## src/rtl/hazard_ctrl.sv

```systemverilog
// ---------------------------------------------------------------------------
// hazard_ctrl
// Hazard and sequencing controller for the 5-stage core. It produces:
//   - the E-stage forwarding selects;
//   - hold/clear controls for the F/D, D/E, E/M and M/W pipeline registers;
//   - a memory-wait FSM with a watchdog that latches a sticky error;
//   - saturating stall and flush performance counters.
//
// Ports
//   clk, rst                 clock (rising edge), async active-high reset
//   Rs1D, Rs2D               source registers of the instruction in D
//   Rs1E, Rs2E, RdE          source and destination registers in E
//   RdM, RdW                 destination registers in M and W
//   RegWriteM, RegWriteW     register write enables in M and W
//   ResultSrcE0              the instruction in E is a load
//   PCSrcE                   a taken branch/jump is resolved in E
//   MemAccessM               a load/store is in M
//   mem_ready                data memory completes the access this cycle
//   cnt_clr                  synchronous clear of both counters
//   ForwardAE, ForwardBE     00 regfile, 01 W result, 10 M ALU result
//   StallF/D/E/M             hold the PC / pipeline register (1 = hold)
//   FlushD/E/W               clear the pipeline register
//   mem_err                  sticky watchdog error
//   stall_cnt, flush_cnt     saturating performance counters
// ---------------------------------------------------------------------------
module hazard_ctrl #(
  parameter int unsigned TIMEOUT = 64,
  parameter int unsigned CNT_W   = 32
) (
  input  logic             clk,
  input  logic             rst,
  input  logic [4:0]       Rs1D,
  input  logic [4:0]       Rs2D,
  input  logic [4:0]       Rs1E,
  input  logic [4:0]       Rs2E,
  input  logic [4:0]       RdE,
  input  logic [4:0]       RdM,
  input  logic [4:0]       RdW,
  input  logic             RegWriteM,
  input  logic             RegWriteW,
  input  logic             ResultSrcE0,
  input  logic             PCSrcE,
  input  logic             MemAccessM,
  input  logic             mem_ready,
  input  logic             cnt_clr,
  output logic [1:0]       ForwardAE,
  output logic [1:0]       ForwardBE,
  output logic             StallF,
  output logic             StallD,
  output logic             StallE,
  output logic             StallM,
  output logic             FlushD,
  output logic             FlushE,
  output logic             FlushW,
  output logic             mem_err,
  output logic [CNT_W-1:0] stall_cnt,
  output logic [CNT_W-1:0] flush_cnt
);

  // The timer must hold TIMEOUT-1 and is never narrower than 7 bits.
  localparam int unsigned TMR_BITS = $clog2(TIMEOUT + 1);
  localparam int unsigned TMR_W    = (TMR_BITS > 7) ? TMR_BITS : 7;

  localparam logic [TMR_W-1:0] TMR_ONE  = TMR_W'(1);
  localparam logic [TMR_W-1:0] TMR_LAST = TMR_W'(TIMEOUT - 1);
  localparam logic [CNT_W-1:0] CNT_ONE  = CNT_W'(1);
  localparam logic [CNT_W-1:0] CNT_MAX  = {CNT_W{1'b1}};

  typedef enum logic [1:0] {
    ST_RUN  = 2'd0,
    ST_WAIT = 2'd1,
    ST_ERR  = 2'd2
  } state_e;

  state_e           state_q, state_d;
  logic [TMR_W-1:0] timer_q, timer_d;
  logic [CNT_W-1:0] stall_cnt_q, stall_cnt_d;
  logic [CNT_W-1:0] flush_cnt_q, flush_cnt_d;

  logic lw_stall;
  logic mem_stall;

  // Forwarding select for one E-stage source; M result is newer than W.
  function automatic logic [1:0] fwd_sel(
    input logic [4:0] rs,
    input logic       we_m,
    input logic [4:0] rd_m,
    input logic       we_w,
    input logic [4:0] rd_w
  );
    logic [1:0] sel;
    sel = 2'b00;
    if (we_m && (rd_m != 5'd0) && (rd_m == rs)) begin
      sel = 2'b10;
    end else if (we_w && (rd_w != 5'd0) && (rd_w == rs)) begin
      sel = 2'b01;
    end
    return sel;
  endfunction

  // Forwarding selects
  always_comb begin
    ForwardAE = fwd_sel(Rs1E, RegWriteM, RdM, RegWriteW, RdW);
    ForwardBE = fwd_sel(Rs2E, RegWriteM, RdM, RegWriteW, RdW);
  end

  // Load-use hazard between E and D
  always_comb begin
    lw_stall = ResultSrcE0 && (RdE != 5'd0) && ((RdE == Rs1D) || (RdE == Rs2D));
  end

  // FSM state register
  always_ff @(posedge clk or posedge rst) begin
    if (rst) begin
      state_q <= ST_RUN;
      timer_q <= '0;
    end else begin
      state_q <= state_d;
      timer_q <= timer_d;
    end
  end

  // FSM next state: miss enters WAIT, ready or withdrawn access returns to RUN
  always_comb begin
    state_d = state_q;
    timer_d = timer_q;
    unique case (state_q)
      ST_RUN: begin
        if (MemAccessM && !mem_ready) begin
          state_d = ST_WAIT;
          timer_d = TMR_ONE;
        end
      end
      ST_WAIT: begin
        if (mem_ready || !MemAccessM) begin
          state_d = ST_RUN;
          timer_d = '0;
        end else if (timer_q == TMR_LAST) begin
          state_d = ST_ERR;
        end else begin
          timer_d = timer_q + TMR_ONE;
        end
      end
      ST_ERR: begin
        state_d = ST_ERR;
      end
      default: begin
        state_d = ST_RUN;
        timer_d = '0;
      end
    endcase
  end

  // FSM outputs and pipeline controls; a memory stall freezes F..M and
  // bubbles W, so a branch resolving in E waits until the release.
  always_comb begin
    mem_err   = (state_q == ST_ERR);
    mem_stall = mem_err || (MemAccessM && !mem_ready);
    StallF    = 1'b0;
    StallD    = 1'b0;
    StallE    = 1'b0;
    StallM    = 1'b0;
    FlushD    = 1'b0;
    FlushE    = 1'b0;
    FlushW    = 1'b0;
    if (mem_stall) begin
      StallF = 1'b1;
      StallD = 1'b1;
      StallE = 1'b1;
      StallM = 1'b1;
      FlushW = 1'b1;
    end else begin
      StallF = lw_stall && !PCSrcE;
      StallD = lw_stall;
      FlushD = PCSrcE;
      FlushE = lw_stall || PCSrcE;
    end
  end

  // Saturating counters; clear wins over increment
  always_comb begin
    stall_cnt_d = stall_cnt_q;
    flush_cnt_d = flush_cnt_q;
    if (cnt_clr) begin
      stall_cnt_d = '0;
      flush_cnt_d = '0;
    end else begin
      if (StallF && (stall_cnt_q != CNT_MAX)) stall_cnt_d = stall_cnt_q + CNT_ONE;
      if (FlushD && (flush_cnt_q != CNT_MAX)) flush_cnt_d = flush_cnt_q + CNT_ONE;
    end
  end

  always_ff @(posedge clk or posedge rst) begin
    if (rst) begin
      stall_cnt_q <= '0;
      flush_cnt_q <= '0;
    end else begin
      stall_cnt_q <= stall_cnt_d;
      flush_cnt_q <= flush_cnt_d;
    end
  end

  assign stall_cnt = stall_cnt_q;
  assign flush_cnt = flush_cnt_q;

endmodule

```

## config.mk

```make
export PLATFORM = sky130hd
export DESIGN_NAME = hazard_ctrl
export DESIGN_NICKNAME = d
export VERILOG_FILES = /design/src/rtl/hazard_ctrl.sv
export SDC_FILE = /design/constraint.sdc
export NUM_CORES = 1
export LEC_CHECK = 0
export CORE_MARGIN = 3
export CORE_UTILIZATION = 31
export DETAILED_ROUTE_END_ITERATION = 6
export DONT_BUFFER_PORTS = 1
export GPL_TIMING_DRIVEN = 0
export PLACE_DENSITY = 0.54
export SKIP_CTS_REPAIR_TIMING = 1
export SYNTH_ARGS = -nofsm -noshare
export SYNTH_HDL_FRONTEND = slang
export SYNTH_SLANG_ARGS = --single-unit
```

## constraint.sdc

```tcl
create_clock -name clk -period 2.37 [get_ports clk]
set_input_delay 0.3555 -clock clk [delete_from_list [all_inputs] [get_ports clk]]
set_output_delay 0.3555 -clock clk [all_outputs]
set_load 0.01 [all_outputs]
```

==> results_dict.tcl <==
set metrics [dict create \
    status "finished with violations" \
    failed_checks "negative setup slack" \
    clk_path_buf_depth 2 \
    syn_area_per_cell_um2 8.82 \
    p_switching_mw 0.692 \
    portBuffers 0 \
    synth-main-ff-cell "dfrtp_1" \
    initial_core_util_pct 32.1 \
    tns_ps -5330 \
    critPathArrivalTime_ps 2820 \
    grt_pass1_vias 3586 \
    hold_class "in2reg" \
    nets 568 \
    synth_top_family_by_area "simple AND/OR/NAND/NOR gates" \
    area_delta_synth_final_pct 24.2 \
    drc 0 \
    pwr-share-clk_pct 51.7 \
    netSwitchingFraction_pct 22.0 \
    multi_input_area_um2 2500 \
    antenna_found_initial 0 \
    required_ps 2570 \
    core_area_um2 13500 \
    synth_compound_area_share_pct 13.5 \
    synth_edf_count 0 \
    vdd_drop_max_uv 403 \
    finalWorstSetupSlack_ps -244 \
    fin_util_pct 39.8 \
    ys_types 47 \
    seqCellArea_um2 1850 \
    ys_ff_latch 73 \
    diodes 0 \
    hold_violations 0 \
    postRouteAntennaNets 0 \
    numCtsBuffers 9 \
    gp_congestion 0.797 \
    cp-start-kind "flop" \
    post_dp_cell_area_um2 4580 \
    drive_gt1_share_pct 18.4 \
    crit_type "reg2reg" \
    leakage_nw 2.00 \
    tightest_slew_ps 677 \
    dieHeight_um 124 \
    syn-instance-count 489 \
    nFillCells 1376 \
    crit_family "simple AND/OR/NAND/NOR gates" \
    pin_count 120 \
    dp_hpwl_mm 8.48 \
    p_seq_share_pct 40.5 \
    path_buf_inv 3 \
    p_comb_share_pct 7.8 \
    synth-simple-area-share_pct 27.9 \
    critPathCaptureType "flop" \
    die_x_um 124 \
    first_iter_violations 201 \
    drv_cap 0 \
    mostFrequentLayoutCell "dfrtp_1" \
    synth_fa_ha_area_share_pct 0.870 \
    final_cell_mix "dfrtp_1, nor2_1, xnor2_1" \
    fin_crit_sh_pct 110 \
    yosysWarnings 0 \
    row_count 42 \
    cpPeakStageDelay_ps 570 \
    setup_viol 30 \
    crit_fanout 6 \
    rsz0062_at_grt "yes" \
    cts_tree "yes" \
    track_usage_pct 15.2 \
    post_drt_wl_per_cell_um 17.1 \
    root_buffer "clkbuf_16" \
    vias 3874 \
    powerDensity_nw_per_um2 586 \
    final_area_um2 5360 \
    synth_area_um2 4320 \
    die-area_um2 15400 \
    cell_internal_pwr_mw 2.45 \
    slew_viol_final 0 \
    grt_first_pass_wirelength_mm 18.4 \
    grt_max_degree 49 \
    muxShareOfSynthArea_pct 0.232 \
    clk_pin_slew_ps 60 \
    skew_ps 9.97 \
    wirelength_mm 12.0 \
    viasPerCell 5.52 \
    crit_chain "ha_4 > nand2_4 > or4_4 > or4b_4 > o211ai_4 > buf_6 > buf_4 > buf_6 > or3_1 > a21oi_1" \
    htree_levels 3 \
    max_freq_ghz 0.383 \
    cts.sink_count 73 \
    synth_nets 536 \
    synth_xor_xnor_area_share_pct 11.2 \
    drt_first_pass_iters 4 \
    maxSlewHeadroom_pct 54.9 \
    synth-async-reset-ratio_pct 100 \
    finalCriticalPeriod_ps 2610 \
    clkLatencyLatePin_ps 340 \
    critPathSlowestCell "or4_4" \
    crit_top_cell "buf_6" \
    ys_seq_area_share_pct 42.3 \
    gr-total-overflow 0 \
]
## through the flow
| step | instances | total power [mW] | worst slack, ps | hold WS [ps] |
|---|---|---|---|---|
| 3_3_place_gp | 665 | 1.49 | -877 | 469 |
| 2_1_floorplan | 489 | 1.44 | -128 | 445 |
| 4_1_cts | 682 | 3.14 | -611 | -117 |
| 6_report | 702 | 3.14 | -244 | 366 |
| 3_5_place_dp | 666 | 1.50 | -583 | 245 |
| 5_1_grt | 702 | 3.26 | -351 | 363 |
## tightest hold or removal path: cells and delay by family
| kind | cells | cell delay (ps) |
|---|---|---|
| and+or+nand+nor | 1 | 70 |
| AOI/OAI and AO/OA | 2 | 240 |
## final timing paths
check | cells after the start | endpoint | slack, ps | start
max in group asynchronous | 3 | stall_cnt[1] | 1300 | rst
setup / recovery | 10 | stall_cnt[3] | -240 | stall_cnt[1]
setup reg to reg | 10 | stall_cnt[3] | -240 | stall_cnt[1]
hold / removal | 3 | flush_cnt[29] | 370 | cnt_clr
hold reg to reg | 1 | timer_q[5] | 480 | timer_q[5]
min in group asynchronous | 2 | timer_q[2] | 500 | rst
## power by group through the flow
stage / Sequential [mW] / Combinational (mW) / Clock (mW)
2_1_floorplan: 1.29 / 0.154 / 0
3_3_place_gp: 1.29 / 0.199 / 0
3_5_place_dp: 1.29 / 0.208 / 0
4_1_cts: 1.27 / 0.209 / 1.66
5_1_grt: 1.27 / 0.273 / 1.72
6_report: 1.27 / 0.244 / 1.62
## final cells by class
type                       count  share of cell area, %
buffer                        24                   3.01
clock buffer                  12                   4.79
clock inverter                 4                   1.84
inverter                      10                  0.747
multi-input combinational    381                   46.7
sequential                    73                   34.5
tap                          176                   4.11
timing repair buffer          22                   4.37
## Yosys cell counts, types with 14 or more instances
cell type / instances / area, µm²
dfrtp_1: 73 / 1830
nor2_1: 45 / 169
xnor2_1: 40 / 350
a21oi_1: 38 / 190
nand2_1: 33 / 124
nand3_1: 30 / 150
or3_1: 25 / 156
o21ai_0: 18 / 90.1
or4_1: 17 / 128
clkbuf_1: 16 / 60.1
nor4_1: 15 / 93.8
xor2_1: 15 / 131
o21ai_1: 14 / 70.1
## state kept, by name, indices dropped and copies added, names as in the netlist
name	flops
flush_cnt	32
stall_cnt	32
timer_q	7
state_q	2
## cell families after synthesis
group / Yosys count
fa+ha+maj: 3
flops: 73
compound gates: 99
mux: 1
xor+xnor: 55
buf+inv: 35
simple gates: 223
## routing by layer
| metal | GRT usage [%] | up-vias | part of all wire, % |
|---|---|---|---|
| met5 | 0 | - | 0 |
| met4 | 4.45 | 0 | 1.3 |
| met3 | 5.59 | 13 | 7.6 |
| met2 | 24.6 | 108 | 49 |
| met1 | 19.0 | 1905 | 42 |
| li1 | - | 1848 | - |
Note: power is estimated with default switching activity, not from simulation.
